$ cat config.mk
export PLATFORM = sky130hd
export DESIGN_NAME = instr_fetch_seq
export DESIGN_NICKNAME = d
export VERILOG_FILES = /design/src/rtl/isa_pkg.sv /design/src/rtl/fetch_wait_ctr.sv /design/src/rtl/instr_fetch_seq.sv
export SDC_FILE = /design/constraint.sdc
export NUM_CORES = 1
export LEC_CHECK = 0
export BUFFER_PORTS_ARGS = -buffer_cell sky130_fd_sc_hd__buf_2
export CORE_MARGIN = 4
export CORE_UTILIZATION = 54
export DETAILED_ROUTE_END_ITERATION = 8
export HOLD_SLACK_MARGIN = 0.03
export PLACE_DENSITY = 0.93
export SLEW_MARGIN = 5
export SYNTH_ARGS = -nofsm -noshare
export SYNTH_HDL_FRONTEND = slang
export SYNTH_SLANG_ARGS = --single-unit
$ cat constraint.sdc
create_clock -name clk -period 3.6 [get_ports clk]
set_clock_uncertainty 0.05 [all_clocks]
set_input_delay 0.54 -clock clk [delete_from_list [all_inputs] [get_ports clk]]
set_output_delay 0.54 -clock clk [all_outputs]
set_load 0.01 [all_outputs]
$ cat src/rtl/isa_pkg.sv
// Shared ISA definitions for the instruction fetch sequencer: word layout, op encoding,
// halt word and FSM state encoding (StPause exists only when SINGLE_STEP_EN is defined).
package isa_pkg;

    localparam int unsigned INSTR_W = 13;

    localparam int unsigned OP_BIT  = 0;
    localparam int unsigned IMM_LSB = 1;
    localparam int unsigned IMM_W   = 8;
    localparam int unsigned SRC_LSB = 9;
    localparam int unsigned SRC_W   = 2;
    localparam int unsigned DST_LSB = 11;
    localparam int unsigned DST_W   = 2;

    localparam logic OP_ADD = 1'b1;
    localparam logic OP_MUL = 1'b0;

    localparam logic [INSTR_W-1:0] HALT_INSTR = 13'h1FFF;

    // Wide enough for the largest supported ROM wait of 15 cycles.
    localparam int unsigned WAIT_W = 4;

    typedef struct packed {
        logic [DST_W-1:0] dst;
        logic [SRC_W-1:0] src;
        logic [IMM_W-1:0] imm;
        logic             op;
    } instr_t;

    localparam int unsigned INSTR_BITS = $bits(instr_t);

    typedef enum logic [2:0] {
        StIdle  = 3'd0,
        StFetch = 3'd1,
        StIssue = 3'd2,
        StWrite = 3'd3,
`ifdef SINGLE_STEP_EN
        StHalt  = 3'd4,
        StPause = 3'd5
`else
        StHalt  = 3'd4
`endif
    } fsm_state_e;

    function automatic logic is_add(input instr_t instr);
        return instr.op == OP_ADD;
    endfunction

endpackage

$ cat src/rtl/fetch_wait_ctr.sv
// ROM access wait counter: loads the configured wait, counts down once per decrement request
// and flags the decrement on which the count reaches zero.
module fetch_wait_ctr
    import isa_pkg::*;
#(
    parameter int unsigned LOAD_VAL = 2
) (
    input  logic clk_i,
    input  logic rst_ni,
    input  logic load_i,
    input  logic dec_i,
    output logic zero_o
);

    localparam logic [WAIT_W-1:0] CntOne  = WAIT_W'(1);
    localparam logic [WAIT_W-1:0] CntLoad = LOAD_VAL[WAIT_W-1:0];

    logic [WAIT_W-1:0] cnt_q, cnt_d;

    always_comb begin
        cnt_d = cnt_q;
        if (load_i) begin
            cnt_d = CntLoad;
        end else if (dec_i && (cnt_q != '0)) begin
            cnt_d = cnt_q - CntOne;
        end
    end

    // A count already at zero also reports zero so a fetch can never stall forever.
    assign zero_o = dec_i && (cnt_q <= CntOne);

    always_ff @(posedge clk_i or negedge rst_ni) begin
        if (!rst_ni) begin
            cnt_q <= '0;
        end else begin
            cnt_q <= cnt_d;
        end
    end

endmodule

$ cat src/rtl/instr_fetch_seq.sv
// Instruction fetch/issue sequencer: walks a ROM from address 0, issues decoded fields to the
// datapath with a valid/ready handshake and stops on the halt word. Option: SINGLE_STEP_EN.
module instr_fetch_seq #(
    parameter int unsigned               ADDR_W     = 8,
    parameter int unsigned               INSTR_W    = isa_pkg::INSTR_W,
    parameter int unsigned               ROM_WAIT   = 2,
    parameter logic [INSTR_W-1:0]        HALT_INSTR = isa_pkg::HALT_INSTR
) (
    input  logic               clk,
    input  logic               rst_n,
    input  logic               start,
    output logic [ADDR_W-1:0]  rom_addr,
    output logic               rom_oe_n,
    input  logic [INSTR_W-1:0] rom_data,
    output logic               op_add,
    output logic [7:0]         imm,
    output logic [1:0]         src_sel,
    output logic [1:0]         dst_sel,
    output logic               issue_valid,
    input  logic               issue_ready,
    output logic               wr_strobe,
    output logic               busy,
`ifdef SINGLE_STEP_EN
    input  logic               step_mode,
    input  logic               step,
`endif
    output logic               halted
);

    import isa_pkg::*;

    fsm_state_e        state_q, state_d;
    logic [ADDR_W-1:0] pc_q, pc_d;
    instr_t            instr_q, instr_d;

    logic wait_load;
    logic wait_dec;
    logic wait_zero;
    logic fetch_is_halt;

    fetch_wait_ctr #(
        .LOAD_VAL (ROM_WAIT)
    ) u_wait_ctr (
        .clk_i  (clk),
        .rst_ni (rst_n),
        .load_i (wait_load),
        .dec_i  (wait_dec),
        .zero_o (wait_zero)
    );

    assign fetch_is_halt = (rom_data == HALT_INSTR);

    always_comb begin
        state_d   = state_q;
        pc_d      = pc_q;
        instr_d   = instr_q;
        wait_load = 1'b0;
        wait_dec  = 1'b0;
        case (state_q)
            StIdle, StHalt: begin
                if (start) begin
                    pc_d      = '0;
                    wait_load = 1'b1;
                    state_d   = StFetch;
                end
            end
            StFetch: begin
                wait_dec = 1'b1;
                if (wait_zero) begin
                    if (fetch_is_halt) begin
                        state_d = StHalt;
                    end else begin
                        instr_d = instr_t'(rom_data[INSTR_BITS-1:0]);
                        state_d = StIssue;
                    end
                end
            end
            StIssue: begin
                if (issue_ready) begin
                    state_d = StWrite;
                end
            end
            StWrite: begin
                // pc rolls over naturally at 2^ADDR_W-1.
                pc_d = pc_q + 1'b1;
`ifdef SINGLE_STEP_EN
                if (step_mode) begin
                    state_d = StPause;
                end else begin
                    wait_load = 1'b1;
                    state_d   = StFetch;
                end
`else
                wait_load = 1'b1;
                state_d   = StFetch;
`endif
            end
`ifdef SINGLE_STEP_EN
            StPause: begin
                if (step) begin
                    wait_load = 1'b1;
                    state_d   = StFetch;
                end
            end
`endif
            default: begin
                state_d = StIdle;
            end
        endcase
    end

    always_ff @(posedge clk or negedge rst_n) begin
        if (!rst_n) begin
            state_q <= StIdle;
            pc_q    <= '0;
            instr_q <= '0;
        end else begin
            state_q <= state_d;
            pc_q    <= pc_d;
            instr_q <= instr_d;
        end
    end

    // Outputs decode straight from state so an asynchronous reset clears them at once.
    assign rom_addr    = pc_q;
    assign rom_oe_n    = (state_q != StFetch);
    assign issue_valid = (state_q == StIssue);
    assign wr_strobe   = (state_q == StWrite);
    assign halted      = (state_q == StHalt);
    assign busy        = (state_q != StIdle) && (state_q != StHalt);

    assign op_add  = is_add(instr_q);
    assign imm     = instr_q.imm;
    assign src_sel = instr_q.src;
    assign dst_sel = instr_q.dst;

endmodule

Word level (Yosys, flattened, before mapping)
Index checks and enable logic that the tools add are counted.

Add/sub/neg operators: 2. Magnitude comparators: 1. Equal/unequal tests: 10. Mux-type cells: 12. Bitwise operators: 1. Reductions and logical operators: 12.

Operators with widths (number): case mux 8 bit (2 select lines) (1); == test 13 bit, second input constant (1); 2-to-1 mux 3 bit (4); case mux 3 bit (4 select lines) (1); adder 8 x 1 -> 8 bit, second input constant (1); 2-to-1 mux 4 bit (2); 2-to-1 mux 8 bit (1); == test 3 x 2 -> 1 bit, second input constant (2); AND reduction 3 bit (2); <= comparator 4 x 1 -> 1 bit, second input constant (1); inequality test 2 x 1 -> 1 bit, second input constant (2); nonzero test 2 bit (2); nonzero test 4 bit (1); subtractor 4 x 1 -> 4 bit, second input constant (1); == test 3 x 1 -> 1 bit, second input constant (1); == test 3 bit, second input constant (1); logical AND 1 bit (3); logical NOT 3 bit (1); inequality test 3 x 1 -> 1 bit, second input constant (1); inequality test 3 bit, second input constant (1); nonzero test 3 bit (1); 2-to-1 mux 1 bit (2); inequality test 2 bit, second input constant (1); case mux 1 bit (2 select lines) (1); 3 further kinds (3).

Register bits: 28. Input bits: 17. Output and inout port bits: 26. Word-level logic and storage cells: 45.

Logic depth before layout (Yosys ltp)
Gate-level depths: netlist of run 1.

Word-level depth: 5. Gate-level depth with buffers: 8. Mapped depth without buffers: 6.

By module
From an unflattened synthesis of run 1, not the netlist that was laid out.

Cells, all modules: 120. Area total of the unflattened synthesis: 1412.6 µm².

By module, submodules not included: instr_fetch_seq (instances 1, cells an instance 93, area an instance 1141.1 µm², seq. area each 600.6 µm²); fetch_wait_ctr (instances 1, cells an instance 27, area an instance 271.5 µm², seq. area each 100.1 µm²).

Worst setup path before layout of run 1
OpenSTA, ideal clock, no wires.

Kind: register to register. From: reg state_q[2]. To: reg instr_q, in the netlist dst_sel[0]. Library setup time: 0.125 ns. Data arrival time: 2.097 ns. Data required time: 3.425 ns. Setup slack: 1.328 ns. Stages on the path, launching flop included: 7. Buffers on the path: 2. Period minus slack after synthesis: 2.272 ns. Cells stage by stage: dfrtp_1 or3b_4 or4_4 buf_6 a41oi_4 buf_6 mux2_4.

Cells in the longest elaborated chain, start to end: 4.

Ends and longest elaborated chain: start, declared (RTL line instr_fetch_seq.sv:32) `fsm_state_e state_q, state_d;`; start signal, assigned (RTL line instr_fetch_seq.sv:114) `state_q <= StIdle;`; start signal, assigned (RTL line instr_fetch_seq.sv:118) `state_q <= state_d;`; == test 3 x 1 -> 1 bit (*) (RTL line instr_fetch_seq.sv:59) `case (state_q)`; 2-to-1 mux 1 bit (RTL line instr_fetch_seq.sv:59); logical AND 1 bit (RTL line fetch_wait_ctr.sv:30) `assign zero_o = dec_i && (cnt_q <= CntOne);`; AND reduction 3 bit (no line) (*); end signal, assigned (RTL line instr_fetch_seq.sv:120) `instr_q <= instr_d;`; end, declared (RTL line instr_fetch_seq.sv:34) `instr_t instr_q, instr_d;`.

Mark *: on every way between the ends. The rest lies on a longest branch, timed or not. A chain may end at the register's enable or synchronous reset.

Worst setup path after layout of run 1
From: reg state_q[2]. To: reg instr_q, in the netlist src_sel[1].

The elaborated chain is that of the path after synthesis.

==> results of run 1 <==
## state kept, by name, indices dropped and copies added (netlist names)
signal and cells:
u_wait_ctr.cnt_q 4, dst_sel 2, imm 8, state_q 3, rom_addr 8, src_sel 2, op_add 1
## critical path: cells and delay by family, from the launching register on
kind | cells | cell delay (ps)
and+or+nand+nor | 2 | 990
muxes | 1 | 370
AOI/OAI and AO/OA | 1 | 500
DFF | 1 | 440
## through the flow
stage | total power [mW] | utilization, % | cells | hold WS (ps)
floorplan | 0.9426 | - | 119 | 194.4
detailed placement | 1.118 | 65.09 | 189 | 421.1
CTS | 1.272 | 66.56 | 193 | 152.2
global placement | 1.091 | 65.09 | 189 | 410.2
finish | 1.257 | 66.56 | 193 | 147.0
global route | 1.351 | 66.56 | 193 | 179.8
## layer usage
metal | up-vias | GRT usage (%) | wire (µm)
met5 | - | 0 | 0
met4 | 0 | 9.934 | 69
met3 | 7 | 3.947 | 208
met2 | 48 | 27.75 | 1255
met1 | 530 | 21.19 | 1156
li1 | 517 | - | -
## layout by cell type, fill, tap and decap left out, types with 2 or more instances in the layout
master / n
buf_2: 42
dfrtp_1: 28
nand2_1: 14
o21ai_0: 9
mux2_4: 9
nor2_1: 6
inv_1: 5
a31oi_1: 5
a21oi_1: 4
nand4_1: 4
ha_1: 4
mux2i_1: 3
o22a_1: 3
clkbuf_4: 3
nand3b_1: 2
nand3_1: 2
nor3_1: 2
## cell usage after synthesis (all sizes together), types with 2 or more instances
cell type  count
nand3b         2
mux2i          3
inv            5
mux2          11
a31oi          5
o21ai          9
o22a           3
ha             4
dfrtp         28
nand3          2
nor2           6
nand4          4
or4            2
a21oi          4
nand2         14
buf            2
nor3           2
## kinds of logic (layout without fill, tap and decap cells)
| logic type | after synthesis | count (layout) | share of synthesized area, % |
|---|---|---|---|
| mux | 14 | 14 | 13.67 |
| simple gates | 38 | 38 | 14.40 |
| xor+xnor | 2 | 2 | 1.276 |
| buf+inv | 8 | 52 | 3.281 |
| fa+ha+maj | 4 | 4 | 3.646 |
| flops | 28 | 28 | 51.05 |
| compound gates | 25 | 25 | 12.67 |
## cell type report
class                           count  area (µm²)
Fill cell                         202       820.8
Sequential cell                    28       700.7
Multi-Input combinational cell     83       626.9
Timing Repair Buffer               42       210.2
Tap cell                           30       37.54
Clock buffer                        4       36.28
Inverter                            6       22.52
## path summary, 6_finish.rpt
| kind | from | to | slack (ps) | cells past startpoint |
|---|---|---|---|---|
| max in group asynchronous | rst_n | u_wait_ctr.cnt_q[0] | 2950 | 1 |
| hold / removal | rst_n | rom_addr[2] | 150 | 1 |
| hold reg to reg | rom_addr[7] | rom_addr[7] | 430 | 1 |
| setup reg to reg | state_q[2] | src_sel[1] | 1160 | 4 |
| setup / recovery | state_q[2] | src_sel[1] | 1160 | 4 |
| min in group clk | rom_data[10] | src_sel[1] | 380 | 2 |
## power breakdown
| group | leakage, nW | total, mW | switching [mW] | internal (mW) |
|---|---|---|---|---|
| Clock | 0.0210 | 0.151 | 0.0894 | 0.0620 |
| Sequential | 0.347 | 0.523 | 0.0908 | 0.432 |
| Combinational | 0.447 | 0.582 | 0.278 | 0.304 |
| Total | 0.814 | 1.26 | 0.459 | 0.798 |
==> results by stage, run 1 <==
Timing:
- Setup repair after global routing left no endpoint under its margin.
- Adding up every negative setup slack in the final design gives 0 ps.
- The final cycle utilization of the critical path is 67.91%.
- At the pin with the least slew margin, the transition time is 742.4 ps.
- The minimum period implied by the final worst setup slack is 2445 ps.
- Setup violations remaining at the end of the flow were counted as 0.
- The number of pins exceeding their max-slew limit in the final report came to 0.
- Across all setup checks in the final design, the least slack found is 1155 ps.
- The final hold violation count is 0.
- For this run, the top clock speed supported by timing is 0.4091 GHz.
- The worst pin sits at a relative slew slack of 50.13%.

Setup path:
- The largest single stage delay on the critical path is 560 ps.
- Traced cell by cell, the critical path runs through or3b_4 > or4_4 > a41oi_4 > mux2_1.
- The worst setup path is launched from a flop.
- The top fanout value on the critical path is 11.
- The worst setup path is of the flop to flop kind.
- The worst endpoint data arrival time is 2630 ps.
- The type of destination of the critical path is a flop.
- The cell at the slowest stage of the critical path is or4_4.
- Data on the critical path is required at its endpoint by 3780 ps.

Logic synthesis:
- Among all flip-flop cells after synthesis, the most frequent one is dfrtp_1.
- The synthesized net count is 140.
- dfrtp_1 takes more of the synthesized area than any other cell.
- Synthesis produced 119 cells.
- In this run, synthesis inferred 0 flip-flops with an integrated enable.
- The count of distinct cell types in the synthesized netlist is 33.
- Yosys attributes the largest share of cell area to dfrtp_1 (51%), mux2_4 (9.8%), nand2_1 (3.8%).
- The top-area cell type share of the netlist area is 51.05%.
- During synthesis, Yosys emitted a total of 0 warnings.
- The mapped netlist covers 1373 µm².
- The synthesized area per cell is 11.53 µm².
- After synthesis the netlist holds a flip-flop and latch count of 28.
- The portion of the post-synthesis area used by sequential elements is 51.05%.
- The share of flip-flops with an asynchronous set or reset after synthesis is 100.0%.

Global routing:
- The overall global routing resource usage is 17.25%.
- The number of global-route vias before repair came to 1032.
- The wire length of the first global-routing pass is 4429 µm.
- Entering global routing, the biggest net connects 29 pins.
- Global routing finished with a remaining overflow of 0.
- The initial antenna violation count is 0.

Detailed routing:
- After detailed routing, the average wire length per cell comes to 13.93 µm.
- Once detail routing completed, the nets flagged for antenna violations numbered 0.
- The routed design has 2689 µm of wire.
- The first detailed-routing pass took 4 iterations.
- The iteration-0 DRC count of the detailed router is 22.
- The number of design rule violations left after detail routing is 0.
- The via total after detailed routing is 1102.
- Dividing the detail-routed via count by the number of cells gives 5.710.

Run:
- The max-capacitance violation count is 0.

Clock tree:
- The total clock buffers created by CTS is 3.
- CTS saw 28 sinks.
- Clock latency on the worst-skew pair, taken at its later pin, is 330 ps.
- The number of gates resized after CTS is 0.
- The post-CTS clock slew at the launch and capture registers of the worst setup and hold paths is 140 ps.
- In this run the number of H-tree levels came out at 1.
- The number of setup buffers added after CTS is 0.
- In this run, post-CTS hold repair placed 0 buffers.
- The longest clock path from root to sink contains 2 buffers.
- The clock root buffer is clkbuf_4.
- The CTS tree is yes.

Place:
- In this run the tool buffered the top-level ports with 42 buffer cells.
- The congestion estimate from routability-driven global placement came to 0.8430.
- The cell area reported after detailed placement is 1598 µm².
- Prior to clock tree synthesis, the placed netlist has a worst setup slack of 1155 ps.
- The estimated wirelength of the detail-placed design is 2090 µm.

Finish:
- The number of nets in the final layout is 185.
- The fraction of layout cells with a size suffix above 1 is 36.20%.
- The number of antenna diodes in the final layout is 0.
- Relative to the synthesized area, the layout overhead comes to 19.05%.
- After routing the design area is 1634 µm².

Pwr:
- The total power density per cell area is 769.1 nW/µm².
- The leakage dissipation is 0.8145 nW.
- The maximum vdd ir drop is 0.0004877 V.

Floorplan:
- The horizontal extent of the die is 58.42 µm.
- Once the floorplan was initialized, standard cells occupied 55.91% of the core.
- The floorplan step set the die height to 58.42 µm.
- The number of core rows is 18.
- The die covers 3412 µm².
- 43 I/O pins were placed.
- The floorplan step defined a core boundary enclosing 2455 µm².

Worst hold path:
- The classification of the worst-slack hold path is input pin to async pin.

Status:
- The flow ran to the end, and the final reports show no timing, DRC or antenna violations.
Power figures use the tool's default switching activity.
==> run 2, diff against run 1 <==
CORE_UTILIZATION = 45   (was 54)
PLACE_DENSITY = 0.84   (was 0.93)
clock period = 2.2 ns   (was 3.6 ns; I/O delays follow)
==> run 2 against run 1 <==
  * Hold slack improved by 33 ps
  * Count of clock-buffer cells in the layout unchanged
  * Cell count increased by 5.2%
  * Final area increased by 5.9%
  * Register-to-register slack got worse by 1100 ps
  * Global-route usage decreased by 1.4 points
  * Maximum frequency increased by 15%
  * Sequential power increased by 61%
  * Critical path type unchanged
  * Largest cell class unchanged
==> results by stage, run 2 (synthesis gave the netlist of run 1 again) <==
Detailed routing:
- The met1 wire length was 1285 µm (+11%).
- The iteration-0 DRC count of the detailed router is 97 (+340%).
- The remaining antenna violation count was 0 (unchanged).
- The total wire length is 2948 µm (+9.6%).
- The detailed-routed wire length on met3 is 220 µm (+5.8%).
- The count of TritonRoute iterations in the first routing pass is 6 (+2).
- The highest metal layer carrying signal wires in the routed design is met4.
- The via total after detailed routing is 1114 (+1.1%).
- The met2 routed wirelength is 1392 µm (+11%).
- The vias per cell came to 5.488 (-3.9%).
- The number of design rule violations left after detail routing came to 0 (unchanged).
- The routed wirelength normalized by instance count came to 14.52 µm (+4.2%).

Pwr:
- The total power density per cell area is 1266 nW/µm² (+65%).
- The maximum vdd ir drop is 0.0006760 V (+39%).
- The leakage dissipation is 0.8599 nW (+5.6%).

Floorplan:
- The area enclosed by the die boundary is 3998 µm² (+17%).
- The number of primary I/O pins was 43 (unchanged).
- The horizontal extent of the die came to 63.23 µm (+8.2%).
- The die span in y is 63.23 µm (+8.2%).
- The number of core rows came to 19 (+1).
- The effective utilization at floorplan came to 48.52% (-7.4 points).
- The area of the core region is 2829 µm² (+15%).

Clock tree:
- The post-CTS clock slew at the launch and capture registers of the worst setup and hold paths is 150 ps (about the same).
- The number of levels in the clock H-tree is 1 (unchanged).
- The total clock buffers created by CTS is 3 (unchanged).
- The number of buffers on the longest clock path is 2 (unchanged).
- The clock sink total was 28 (unchanged).
- The later-pin clock latency in the skew report is 330 ps (about the same).
- The CTS tree is yes.
- The clock root buffer is clkbuf_4.

Global routing:
- The maximum number of pins on one net before global-route repair is 29 (unchanged).
- The wire length of the first global-routing pass came to 5009 µm (+13%).
- The number of global-route vias before repair is 1083 (+4.9%).
- The initial antenna violation count came to 0 (unchanged).
- The overall global routing resource usage is 15.86% (-1.4 points).
- The total global routing overflow is 0 (unchanged).

Timing:
- The final hold violation count was 0 (unchanged).
- The final setup slack of the worst path is 75.41 ps (-1080 ps).
- The transition time of the tightest slew-check pin came to 632.2 ps (-110.2 ps).
- The setup TNS is 0 ps (unchanged).
- The minimum period implied by the final worst setup slack is 2125 ps (-320.0 ps).
- The worst slew margin relative to its limit is 57.85% (+7.7 points).
- The count of endpoints failing setup in the final report came to 0 (unchanged).
- The maximum achievable frequency is 0.4707 GHz (+15%).
- Setup repair after global routing left no endpoint under its margin.
- The final cycle utilization of the critical path came to 96.57% (+29 points).
- The number of pins exceeding their max-slew limit in the final report is 0 (unchanged).

Place:
- The pre-CTS setup slack came to 0.1319 ps (-1155 ps).
- The routability-driven placement congestion ratio is 0.8465 (+0.42%).
- The count of port buffers added during placement is 42 (unchanged).
- The estimated wirelength of the detail-placed design is 2206 µm (+5.6%).
- The number of placed instances with taps included is 194 (+2.6%).

Worst hold path:
- The hold path startpoint is rom_data[1].
- The worst hold path was traced through 2 stages.
- The path class of the tightest hold or removal check is input pin to flop.

Setup path:
- The worst setup path startpoint is state_q[1].
- Traced cell by cell, the critical path runs through or3b_4 > or4_4 > a41oi_4 > buf_12 > mux2_1.
- The kind of start point of the critical path is a flop.
- The slowest stage of the critical path is the or4_4 cell.
- The worst endpoint data arrival time was 2300 ps (-330 ps).
- The launching point of the worst reg2reg path is state_q[1].
- The data required time at the worst endpoint is 2380 ps (-1400 ps).
- The top fanout value on the critical path is 11 (unchanged).
- The worst setup path is captured at a flop.
- The category of the most critical setup path is flop to flop.
- The stage delay of the slowest cell on the critical path is 450 ps (-110 ps).
- The count of cells along the worst register-to-register path is 5 (+1).

Run:
- The max-capacitance violation count is 0 (unchanged).

Finish:
- The number of cells in the finished layout apart from fillers is 203 (+5.2%).
- The number of nets in the final layout was 194 (+4.9%).
- Leaving out fill and tap cells, the most frequent cells in the layout are buf_2 (42), dfrtp_1 (28), nand2_1 (14).
- The number of antenna repair diodes is 0 (unchanged).
- The area growth from synthesis to layout is 26.07%.
- The leading cell type in the layout, fill and taps excluded is buf_2.
- The fraction of layout cells with a size suffix above 1 is 40.12% (+3.9 points).

Status:
- The flow ran to the end, and the final reports show no timing, DRC or antenna violations.
## run 2: cell count changes in the layout (fill, tap and decap cells not counted)
| cell | delta |
|---|---|
| buf_4 | +7 |
| ha_1 | -1 |
| dlygate4sd3_1 | +1 |
| ha_4 | +1 |
| buf_12 | +1 |
| inv_2 | +1 |
| inv_1 | -1 |
## run 2: layout make-up
class                           instances  area, µm²
Clock buffer                            4      36.28
Fill cell                             234       1099
Inverter                                6      22.52
Multi-Input combinational cell         83      639.4
Sequential cell                        28      700.7
Tap cell                               31      38.79
Timing Repair Buffer                   51      292.8
## run 2: worst max-delay path: cells and delay by family, from the launching register on
kind	cells	cell delay (ps)
AOI/OAI and AO/OA	1	210
buffers and inverters	1	170
DFF	1	410
muxes	1	320
and+or+nand+nor	2	860
## run 2: repair_timing
action                     4_1_cts  5_1_grt
buffers inserted                 1        3
gates resized for setup          0        3
setup endpoints to repair        1       10
hold endpoints to repair        28        0
hold buffers                     1        0
## run 2: worst paths after layout
| check | end | slack, ps |
|---|---|---|
| min in group asynchronous | rom_addr[0] | 480 |
| max in group asynchronous | rom_addr[7] | 1210 |
| min | imm[0] | 180 |
| max | src_sel[1] | 80 |
| min reg2reg | rom_addr[7] | 430 |
| max reg2reg | src_sel[1] | 80 |
## run 2: power breakdown
part	switching [mW]	total, mW	internal, mW
clock	0.148	0.250	0.101
combinational	0.516	1.10	0.586
sequential	0.133	0.840	0.707
total	0.797	2.19	1.39
## run 2: through the flow
| stage | cell area (µm²) | power (mW) | util (%) | hold WS [ps] |
|---|---|---|---|---|
| 2_1_floorplan | 1373 | 1.543 | - | -15.59 |
| 4_1_cts | 1695 | 2.168 | 59.93 | 169.5 |
| 3_3_place_gp | 1642 | 1.844 | 58.03 | 321.0 |
| 6_report | 1730 | 2.192 | 61.17 | 179.7 |
| 5_1_grt | 1730 | 2.378 | 61.17 | 169.3 |
| 3_5_place_dp | 1642 | 1.891 | 58.03 | 328.6 |
## run 2: routing by layer
| metal | track usage, % | vias to the layer above |
|---|---|---|
| li1 | - | 538 |
| met1 | 19.82 | 526 |
| met3 | 3.197 | 4 |
| met2 | 26.09 | 46 |
| met5 | 0 | - |
| met4 | 7.817 | 0 |
==> run 3, diff against run 2 <==
--- a/config.mk
+++ b/config.mk
@@ -8,7 +8,9 @@
 export BUFFER_PORTS_ARGS = -buffer_cell sky130_fd_sc_hd__buf_2
+export CELL_PAD_IN_SITES_DETAIL_PLACEMENT = 0
+export CELL_PAD_IN_SITES_GLOBAL_PLACEMENT = 2
 export CORE_MARGIN = 4
-export CORE_UTILIZATION = 45
+export CORE_UTILIZATION = 28
 export DETAILED_ROUTE_END_ITERATION = 8
 export HOLD_SLACK_MARGIN = 0.03
-export PLACE_DENSITY = 0.84
+export PLACE_DENSITY = 0.83
 export SLEW_MARGIN = 5
==> constraint.sdc (replaced) <==
create_clock -name clk -period 2.2 [get_ports clk]
set_clock_uncertainty 0.05 [all_clocks]
set_input_delay 0.11 -clock clk [delete_from_list [all_inputs] [get_ports clk]]
set_output_delay 0.11 -clock clk [all_outputs]
set_load 0.01 [all_outputs]
==> run 3 against run 2 <==
  * Utilization down 20 points
  * Maximum frequency down 2.0%
  * Via count up 1.4%
  * Non-clock buffer count up 14
  * Global-route usage down 4.4 points
==> results by stage, run 3 (synthesis gave the netlist of run 1 again) <==
Status:
- The run finished with clean final reports.

Floorplan:
- The number of primary I/O pins came to 43 (unchanged).
- The die span in y is 78.02 µm (+23%).
- The number of core rows came to 25 (+6).
- The area enclosed by the die boundary was 6086 µm² (+52%).
- The effective utilization at floorplan is 29.06% (-19 points).
- The area of the core region is 4723 µm² (+67%).
- The horizontal extent of the die is 78.02 µm (+23%).

Clock tree:
- The total clock buffers created by CTS is 3 (unchanged).
- The number of buffers on the longest clock path is 2 (unchanged).
- The clock sink total was 28 (unchanged).
- The later-pin clock latency in the skew report came to 270 ps (-60 ps).
- The CTS tree is yes.
- The post-CTS clock slew at the launch and capture registers of the worst setup and hold paths was 100 ps (-50 ps).
- The number of levels in the clock H-tree is 1 (unchanged).
- The clock root buffer is clkbuf_8.

Pwr:
- The net switching share of the total power is 34.19% (-2.2 points).
- The total power density per cell area is 1246 nW/µm² (-1.6%).
- The leakage dissipation was 0.9408 nW (+9.4%).
- The internal cell power was 1.606 mW (+15%).
- The combinational cell fraction of total power is 48.5% (-1.8 points).
- The maximum vdd ir drop is 0.0007288 V (+7.8%).
- The sequential power share was 34.8% (-3.5 points).
- The clock network fraction of design power is 16.7% (+5.3 points).
- The net load switching power was 0.8345 mW (+4.7%).

Finish:
- The number of antenna repair diodes is 0 (unchanged).
- The fraction of layout cells with a size suffix above 1 is 39.78% (-0.33 points).
- In the layout the commonest cells are buf_2 (42), dfrtp_1 (28), nand2_1 (14).
- The final instance area is 1958 µm² (+13%).
- The count of fill cells added during filler insertion is 451 (+93%).
- The area growth from synthesis to layout is 42.66%.
- The number of nets in the final layout is 208 (+7.2%).
- Leaving out fill and tap cells, the most frequent cell in the layout is buf_2.

Detailed routing:
- The via total after detailed routing is 1130 (+1.4%).
- The met2 routed wirelength is 1660 µm (+19%).
- The count of TritonRoute iterations in the first routing pass is 4 (-2).
- The iteration-0 DRC count of the detailed router is 40 (-59%).
- The highest metal layer with signal wires is met4.
- The total wire length is 3345 µm (+13%).
- The met1 wire length is 1451 µm (+13%).
- The routed wirelength normalized by instance count is 13.22 µm (-9.0%).
- The vias per cell came to 4.466 (-19%).
- The number of design rule violations left after detail routing is 0 (unchanged).
- The remaining antenna violation count was 0 (unchanged).
- The detailed-routed wire length on met3 came to 228 µm (+3.6%).

Global routing:
- The number of global-route vias before repair is 1198 (+11%).
- The overall global routing resource usage is 11.41% (-4.4 points).
- The total global routing overflow is 0 (unchanged).
- The wire length of the first global-routing pass is 5554 µm (+11%).
- The initial antenna violation count is 0 (unchanged).
- The maximum number of pins on one net before global-route repair is 29 (unchanged).

Timing:
- The transition time of the tightest slew-check pin is 627.2 ps (-5.034 ps).
- The final cycle utilization of the critical path is 98.54% (+2.0 points).
- The minimum period implied by the final worst setup slack is 2168 ps (+43.40 ps).
- The final hold violation count is 0 (unchanged).
- The count of endpoints failing setup in the final report is 0 (unchanged).
- The worst slew margin relative to its limit was 58.19% (+0.34 points).
- The final setup slack of the worst path is 32.01 ps (-43.40 ps).
- The maximum achievable frequency is 0.4613 GHz (-2.0%).
- The number of pins exceeding their max-slew limit in the final report is 0 (unchanged).
- Setup repair after global routing could not meet its margin everywhere.

Setup path:
- The data required time at the worst endpoint was 2320 ps (-60 ps).
- The worst setup path is of the flop to flop kind.
- The top fanout value on the critical path was 5 (-6).
- STA classifies the critical path startpoint as a flop.
- The type of destination of the critical path is a flop.
- The worst endpoint data arrival time was 2290 ps (about the same).

Place:
- The estimated wirelength of the detail-placed design is 2497 µm (+13%).
- The count of port buffers added during placement is 42 (unchanged).
- The pre-CTS setup slack is 51.97 ps (+51.84 ps).
- The routability-driven placement congestion ratio is 0.7325 (-13%).
- The cell area reported after detailed placement is 1717 µm² (+4.6%).

Run:
- The max-capacitance violation count was 0 (unchanged).

Worst hold path:
- The classification of the worst-slack hold path is input pin to flop.
run 3: changes by cell type in the layout (fill, tap and decap cells not counted), sizes merged:
| cell | previous run | this run |
|---|---|---|
| bufinv | 0 | 1 |
| dlygate4sd3 | 1 | 11 |
| buf | 50 | 53 |
run 3: layout make-up:
type,instances,area (µm²),share of cell area (%)
flip-flops and latches,28,700.7,35.78
multi-input cells,83,639.4,32.65
repair buffers,65,440.4,22.49
well taps,67,83.83,4.281
clock buffers,3,41.29,2.109
clock inverters,1,30.03,1.534
inverters,6,22.52,1.150
run 3: timing repair:
action,in CTS,in global routing
endpoints found under the hold margin,38,0
hold buffers,11,0
resized for setup,0,4
setup buffers,0,3
endpoints found under the setup margin,0,10
run 3: worst paths after layout:
path	start	endpoint	slack, ps	depth (start not counted)
worst max-delay path	state_q[1]	imm[5]	30	5
worst min-delay path	rom_data[8]	state_q[2]	80	3
worst max register to register	state_q[1]	imm[5]	30	5
worst min register to register	rom_addr[7]	rom_addr[7]	440	1
max in group asynchronous	rst_n	u_wait_ctr.cnt_q[1]	1370	2
min in group asynchronous	rst_n	rom_addr[5]	320	2
run 3: layer usage:
| metal | global-route usage, % | vias to the layer above |
|---|---|---|
| met1 | 13.42 | 526 |
| met4 | 1.399 | 0 |
| met2 | 20.55 | 40 |
| li1 | - | 562 |
| met5 | 0 | - |
| met3 | 4.014 | 2 |
run 3: stage by stage:
stage / std cells / utilization [%] / power, mW / hold slack, ps / setup TNS [ps]
floorplan: 119 / - / 1.543 / -235.6 / -203.0
global placement: 234 / 36.34 / 1.902 / 108.2 / 0
detailed placement: 234 / 36.34 / 1.939 / 124.1 / 0
CTS: 249 / 40.19 / 2.374 / 68.78 / 0
global route: 253 / 41.46 / 2.617 / 81.98 / -6.848
finish: 253 / 41.46 / 2.440 / 76.39 / 0
run 3: power groups by stage:
stage | clock, mW | sequential, mW | combinational, mW
after floorplan | 0 | 0.910 | 0.633
after global placement | 0 | 0.846 | 1.06
after detailed placement | 0 | 0.852 | 1.09
after CTS | 0.422 | 0.851 | 1.10
after global routing | 0.440 | 0.878 | 1.30
final | 0.408 | 0.850 | 1.18
run 3: critical path: stages (launching register included):
cell and delay, ps:
dfrtp_1 400, or3b_4 410, or4_4 450, a41oi_4 260, clkbuf_16 200, mux2_4 290
